==> config.mk <==
export PLATFORM = sky130hd
export DESIGN_NAME = mac_result_drain
export DESIGN_NICKNAME = d
export VERILOG_FILES = /design/src/rtl/mac_result_drain.sv
export SDC_FILE = /design/constraint.sdc
export NUM_CORES = 1
export LEC_CHECK = 0
export ABC_AREA = 1
export CAP_MARGIN = 20
export CORE_UTILIZATION = 35
export CTS_CLUSTER_DIAMETER = 200
export CTS_CLUSTER_SIZE = 20
export DETAILED_ROUTE_END_ITERATION = 12
export GPL_ROUTABILITY_DRIVEN = 0
export PLACE_DENSITY = 0.61
export SETUP_SLACK_MARGIN = 0.02
export SYNTH_ARGS = -nofsm -noshare
export SYNTH_HDL_FRONTEND = slang
export SYNTH_SLANG_ARGS = --single-unit
==> constraint.sdc <==
create_clock -name Clk -period 3.1 [get_ports Clk]
set_input_delay 0.62 -clock Clk [delete_from_list [all_inputs] [get_ports Clk]]
set_output_delay 0.62 -clock Clk [all_outputs]
set_load 0.01 [all_outputs]
==> src/rtl/mac_result_drain.sv <==
// mac_result_drain: captures MACcore column results one cycle after COMP and streams
// rescaled, saturated activations one column per beat. Optional macro RELU_EN clamps negatives to 0.
`default_nettype none

module mac_result_drain #(
  parameter int NCOL  = 16,
  parameter int RES_W = 17,
  parameter int OUT_W = 8,
  parameter int SHIFT = 4
) (
  input  logic                  Clk,
  input  logic                  reset,
  input  logic                  comp_in,
  input  logic [NCOL*RES_W-1:0] data_out_bus,
  input  logic [NCOL-1:0]       col_mask,
  input  logic [3:0]            row_tag,
  output logic                  res_valid,
  input  logic                  res_ready,
  output logic [OUT_W-1:0]      res_data,
  output logic [3:0]            res_col,
  output logic [3:0]            res_row,
  output logic                  res_last,
  output logic                  frame_done,
  output logic                  busy,
  output logic                  overrun,
  input  logic                  clr_overrun
);

  typedef enum logic [1:0] {IDLE = 2'd0, WAIT = 2'd1, SEND = 2'd2, DONE = 2'd3} state_t;

  localparam logic signed [RES_W-1:0] SAT_MAX = RES_W'((1 << (OUT_W - 1)) - 1);
  localparam logic signed [RES_W-1:0] SAT_MIN = RES_W'(-(1 << (OUT_W - 1)));

  state_t                  state_q, state_d;
  logic [NCOL*RES_W-1:0]   data_sh_q, data_sh_d;
  logic [NCOL-1:0]         mask_sh_q, mask_sh_d;
  logic                    res_valid_q, res_valid_d;
  logic [OUT_W-1:0]        res_data_q, res_data_d;
  logic [3:0]              res_col_q, res_col_d;
  logic [3:0]              res_row_q, res_row_d;
  logic                    res_last_q, res_last_d;
  logic                    frame_done_q, frame_done_d;
  logic                    busy_q, busy_d;
  logic                    overrun_q, overrun_d;
  logic                    xfer;
  logic [3:0]              next_col;
  logic [NCOL-1:0]         mask_rest;

  function automatic logic [3:0] lowest_set(input logic [NCOL-1:0] m);
    lowest_set = '0;
    for (int i = NCOL - 1; i >= 0; i--) begin
      if (m[i]) lowest_set = 4'(i);
    end
  endfunction

  function automatic logic [OUT_W-1:0] rescale(input logic signed [RES_W-1:0] r);
    logic signed [RES_W-1:0] t;
    t = r >>> SHIFT;
    if (t > SAT_MAX) t = SAT_MAX;
    else if (t < SAT_MIN) t = SAT_MIN;
`ifdef RELU_EN
    if (t < 0) t = '0;
`endif
    rescale = t[OUT_W-1:0];
  endfunction

  assign xfer      = res_valid_q && res_ready;
  assign next_col  = lowest_set(mask_sh_q);
  assign mask_rest = mask_sh_q & (mask_sh_q - NCOL'(1));

  always_comb begin
    state_d      = state_q;
    data_sh_d    = data_sh_q;
    mask_sh_d    = mask_sh_q;
    res_valid_d  = res_valid_q;
    res_data_d   = res_data_q;
    res_col_d    = res_col_q;
    res_row_d    = res_row_q;
    res_last_d   = res_last_q;

    // A coincident new overrun beats the clear.
    overrun_d = overrun_q;
    if (clr_overrun) overrun_d = 1'b0;
    if (comp_in && state_q != IDLE) overrun_d = 1'b1;

    case (state_q)
      IDLE: if (comp_in) state_d = WAIT;
      WAIT: begin
        data_sh_d = data_out_bus;
        mask_sh_d = col_mask;
        res_row_d = row_tag;
        state_d   = (col_mask != '0) ? SEND : DONE;
      end
      SEND: begin
        if (xfer && res_last_q) begin
          res_valid_d = 1'b0;
          res_last_d  = 1'b0;
          state_d     = DONE;
        end else if (!res_valid_q || xfer) begin
          // Remaining mask is never empty here: the last beat exits above.
          res_valid_d = 1'b1;
          res_col_d   = next_col;
          res_data_d  = rescale(data_sh_q[int'(next_col)*RES_W +: RES_W]);
          res_last_d  = (mask_rest == '0);
          mask_sh_d   = mask_rest;
        end
      end
      DONE:    state_d = IDLE;
      default: state_d = IDLE;
    endcase

    frame_done_d = (state_d == DONE);
    busy_d       = (state_d != IDLE);
  end

  always_ff @(posedge Clk or negedge reset) begin
    if (!reset) begin
      state_q      <= IDLE;
      data_sh_q    <= '0;
      mask_sh_q    <= '0;
      res_valid_q  <= 1'b0;
      res_data_q   <= '0;
      res_col_q    <= '0;
      res_row_q    <= '0;
      res_last_q   <= 1'b0;
      frame_done_q <= 1'b0;
      busy_q       <= 1'b0;
      overrun_q    <= 1'b0;
    end else begin
      state_q      <= state_d;
      data_sh_q    <= data_sh_d;
      mask_sh_q    <= mask_sh_d;
      res_valid_q  <= res_valid_d;
      res_data_q   <= res_data_d;
      res_col_q    <= res_col_d;
      res_row_q    <= res_row_d;
      res_last_q   <= res_last_d;
      frame_done_q <= frame_done_d;
      busy_q       <= busy_d;
      overrun_q    <= overrun_d;
    end
  end

  assign res_valid  = res_valid_q;
  assign res_data   = res_data_q;
  assign res_col    = res_col_q;
  assign res_row    = res_row_q;
  assign res_last   = res_last_q;
  assign frame_done = frame_done_q;
  assign busy       = busy_q;
  assign overrun    = overrun_q;

endmodule

`default_nettype wire
Yosys cells after proc, flatten, opt, wreduce, memory -nomap -nowiden:

Index checks and enable logic that the tools add are counted.

* flip-flop bits (word level): 311
* input port bits: 297
* output and inout port bits: 21
* word-level logic and storage cells: 71

* add/subtract/negate cells: 1
* $mul: 1
* order comparisons: 2
* eq/ne operators: 6
* shift-type cells: 1
* multiplexer cells: 31
* bitwise gates (word level): 2
* reduce and logical (&&, ||, !) cells: 16

Operator list (count)
* $shiftx 272x10->17: 1
* $mux 4: 16
* $mux 16: 2
* $pmux 16 s2: 1
* $and 16x16->16: 1
* $logic_not 16->1: 1
* $mux 8: 2
* $reduce_bool 16->1: 1
* $sub 16x1->16 const B: 1
* $gt 13x8->1 const B: 1
* $lt 13x8->1 const B: 1
* $reduce_bool 2->1: 5
* $mul 4x5->9 const B: 1
* $pmux 2 s4: 1
* $mux 1: 7
* $eq 2x2->1 const B: 3
* $reduce_and 3->1: 2
* $mux 2: 2
* $ne 2x2->1 const B: 2
* $logic_and 1x1->1: 3
* $eq 2x1->1 const B: 1
* $logic_not 2->1: 1
* $reduce_and 2->1: 1
* $logic_not 1->1: 1
* other kinds (2): 2

Longest topological paths before layout:

* depth after elaboration: 21
* gate-level depth with buffers: 27
* gate-level depth less buffers: 26

Least setup slack after synthesis:

OpenSTA, ideal clock, no wires.

* path type: reg-to-reg
* start point: reg mask_sh_q[1]
* end point: reg res_data_q[0], in the netlist res_data[0]
* arrival: 2.177 ns
* data required time: 2.971 ns
* slack: 0.794 ns
* stages on the path, launching flop included: 17
* buffers on the path: 2
* cell sequence: dfrtp_1 -> nor2_1 -> inv_2 -> nor2_1 -> inv_1 -> nor2_1 -> inv_1 -> a21oi_1 -> buf_2 -> buf_2 -> nand3_1 -> nand3_1 -> nand2_1 -> nor2_1 -> nand3_1 -> a21oi_4 -> a21oi_1

* word-level cells in the longest chain between the ends: 7

RTL lines
* start: declaration: RTL line 36 `logic [NCOL-1:0] mask_sh_q, mask_sh_d;`
* start signal: assignment: RTL line 132 `mask_sh_q <= mask_sh_d;`
* $mux 4 (*) (2 in series): RTL line 52 `if (m[i]) lowest_set = 4'(i);`
* $mul 4x5->9 (*): RTL line 103 `res_data_d = rescale(data_sh_q[int'(next_col)*RES_W +: RES_W]);`
* $shiftx 272x10->17 (*): RTL line 103
* $lt 13x8->1: RTL line 60 `else if (t < SAT_MIN) t = SAT_MIN;`
* $mux 8: RTL line 60
* $mux 8 (*): RTL line 59 `if (t > SAT_MAX) t = SAT_MAX;`
* end signal: assignment: RTL line 134 `res_data_q <= res_data_d;`
* end: declaration: RTL line 38 `logic [OUT_W-1:0] res_data_q, res_data_d;`

Mark *: on every way between the ends. The rest lies on a longest branch, timed or not.
A chain may end at the register's enable or synchronous reset.

Worst setup path in the final report:

* start point: reg mask_sh_q[14]
* end point: reg res_data_q[3], in the netlist res_data[3]

* word-level cells in the longest chain between the ends: 20

RTL lines (RTL line)
* $mux 4 (*) (15 in series): 52
* $mul 4x5->9 (*): 103
* $shiftx 272x10->17 (*): 103
* $lt 13x8->1: 60
* $mux 8: 60
* $mux 8 (*): 59

Marked as above.

==> flow_summary.toml <==
[power_and_ir_drop]
power.total_w = 0.0176
power_frac_seq = 0.309
power_density_nw_per_um2 = 1110
internal_power_w = 0.0100
swShare = 0.431
switchingPower_w = 0.00758
clkPwrFrac = 0.119
pwr-share-comb = 0.572
ir_drop_mv = 0.490
p_leak_nw = 6.95

[global_route]
overflow = 0
antenna_found_initial = 5
grt_usage = 0.197
grt_pass1_wl_um = 53600
grt_max_degree = 147
grt_pass1_vias = 10000

[critical_path]
end_kind = "flop"
cp_common_cell = "nand2_1"
r2r-start = "mask_sh_q[14]$_DFFE_PN0P_"
worstPathRequired_ns = 3.49
critPathMaxFanout = 8
cp_slowest_stage_delay_ns = 0.43
reg2regPathDepth = 26
worst_path_max_delay_cell = "dfrtp_2"
start_kind = "flop"
cp_data_arrival_time_ns = 3.30
r2r_slack_ns = 0.19
startpoint = "mask_sh_q[14]$_DFFE_PN0P_"
crit_type = "reg -> reg"

[synth]
synth.distinct_cells = 39
syn_nets = 1688
syn_area_um2 = 11900
post_synth.cell_area_avg_um2 = 8.56
synth_edf_count = 0
synth_cells = 1388
synth_top_flop_cell = "dfrtp_1"
yosysTopAreaCell = "dfrtp_1"
yosysWarningCount = 0
synthArstFlopShare = 1.00
synth-seq-cells = 247
synth_top_area_share = 0.520
synth_area_leaders = "dfrtp_1 (52%), nand2_1 (9.6%), o21ai_0 (8.3%)"
seq_area_frac_synth = 0.520

[floorplan]
rows = 67
start_util = 0.355
core_um2 = 33400
die_h_um = 186
die_area_um2 = 34700
pin_count = 318
die_x_um = 186

[final_layout]
fillers = 3215
finalInstanceArea_um2 = 15900
drive_above_1_share = 0.123
final_common_cell = "nand2_1"
final_cell_mix = "nand2_1 (287), clkdlybuf4s50_1 (252), dfrtp_1 (246)"
syn2layout_area_growth_pct = 33.6
fin_util = 0.475
layout.nets = 1919

[clock_network]
clk_pin_slew_ns = 0.09
cts_root_buf = "clkbuf_16"
ctsLongestPathBuffers = 3
cts.sinks = 247
cts_inserted_buffers = 16
cts_tree = "built"
htree_levels = 1
clk_latency_ns = 0.49
cts_hold_buffers = 0

[timing]
max_slew_margin = 0.460
worst_pin_slew_ns = 0.810
finalSetupViolCount = 0
slew_violations = 0
fmax_ghz = 0.343
finalHoldViolations = 0
timing.final.crit_share = 0.939
fin_crit_ns = 2.91
grt_setup_unrepaired = "true"
clock_skew_ns = 0.0182

[placed_design]
numPortBuffers = 253
dp_hpwl_um = 23500
placed_area_um2 = 15000

[flow_run]
cap_violations = 0

[detailed_routing]
vias_per_cell = 4.85
drtIter0Drc = 675
drt_pass1_iterations = 5
vias = 10000
drc = 0
ant_nets = 0
routed_wl_um = 34500
wl_per_cell_um = 16.7

[min_path]
hold_class = "in -> async"

[run_status]
status = "finished, final reports clean"
## stage by stage
step	std cells	setup TNS [ns]	setup WS, ns	hold slack, ns
6_report	2071	0	0.188	0.0896
5_1_grt	2068	-0.156	-0.0288	0.127
4_1_cts	2048	0	0.0535	0.108
3_5_place_dp	2030	0	0.0791	0.477
3_3_place_gp	2030	0	0.0830	0.473
2_1_floorplan	1388	0	0.794	0.324
## sequential cells by signal (all words and copies together) (netlist names), 2 cells and up
| signal | count |
|---|---|
| res_col | 4 |
| res_data | 8 |
| mask_sh_q | 16 |
| state_q | 2 |
| data_sh_q | 208 |
| res_row | 4 |
## repair_timing
action                                  CTS  global route
endpoints found under the setup margin    0             7
resized for setup                         0            53
buffers inserted                          0            13
## worst max-delay path: cells and delay by family (launching register included)
kind                   cells  cell delay, ns
AO/OA/AOI/OAI              3            0.41
buffers and inverters      5            0.66
AND/OR/NAND/NOR           18            1.31
flip-flops                 1            0.43
## layout make-up
cell class | instances | area (µm²) | share of cell area
clock buffer | 17 | 425 | 0.0268
clock inverter | 1 | 16.3 | 0.00102
timing repair buffer | 299 | 3190 | 0.201
sequential | 247 | 6180 | 0.389
multi-input combinational | 876 | 4810 | 0.303
tap | 448 | 561 | 0.0353
inverter | 179 | 688 | 0.0433
antenna | 4 | 10.0 | 0.000630
## power groups by stage
stage	sequential [W]	combinational [W]	clock [W]
2_1_floorplan	0.00538	0.00612	0
3_3_place_gp	0.00544	0.00880	0
3_5_place_dp	0.00550	0.00892	0
4_1_cts	0.00543	0.00896	0.00219
5_1_grt	0.00561	0.0112	0.00229
6_report	0.00543	0.0101	0.00209
## cells by family after synthesis
group / Yosys count / synth area share
multiplexers: 68 / 0.0644
buffers and inverters: 266 / 0.0903
AO/OA/AOI/OAI: 317 / 0.147
flip-flops: 247 / 0.520
adder cells (fa/ha/maj): 3 / 0.00316
AND/OR/NAND/NOR: 487 / 0.175
## cells in the mapped netlist (3+ instances only)
cell type	n
buf_2	18
o22ai_1	5
o211ai_1	32
nor2_1	36
nand4_1	3
nand2_1	303
a31oi_1	10
ha_1	3
mux2_2	68
nand3_1	126
buf_4	5
o21ai_0	196
inv_1	172
buf_1	4
inv_2	6
buf_6	3
a21oi_1	47
clkbuf_1	56
dfrtp_1	247
o21ai_1	17
nand3_2	10
## layer usage
| metal | vias up | GRT usage | share of wire |
|---|---|---|---|
| met5 | - | 0 | 0.00038 |
| met4 | 2 | 0.0423 | 0.016 |
| met1 | 4771 | 0.265 | 0.44 |
| met3 | 35 | 0.0376 | 0.054 |
| li1 | 4994 | - | - |
| met2 | 246 | 0.330 | 0.49 |
## final timing paths
kind | end
hold / removal | mask_sh_q[7]$_DFFE_PN0P_
min in group Clk | res_data[7]$_DFFE_PN0P_
setup reg to reg | res_data[3]$_DFFE_PN0P_
setup / recovery | res_data[3]$_DFFE_PN0P_
hold reg to reg | res_data[7]$_DFFE_PN0P_
max in group asynchronous | data_sh_q[251]$_DFFE_PN0P_
No activity file was read; power rests on OpenSTA's default activity.
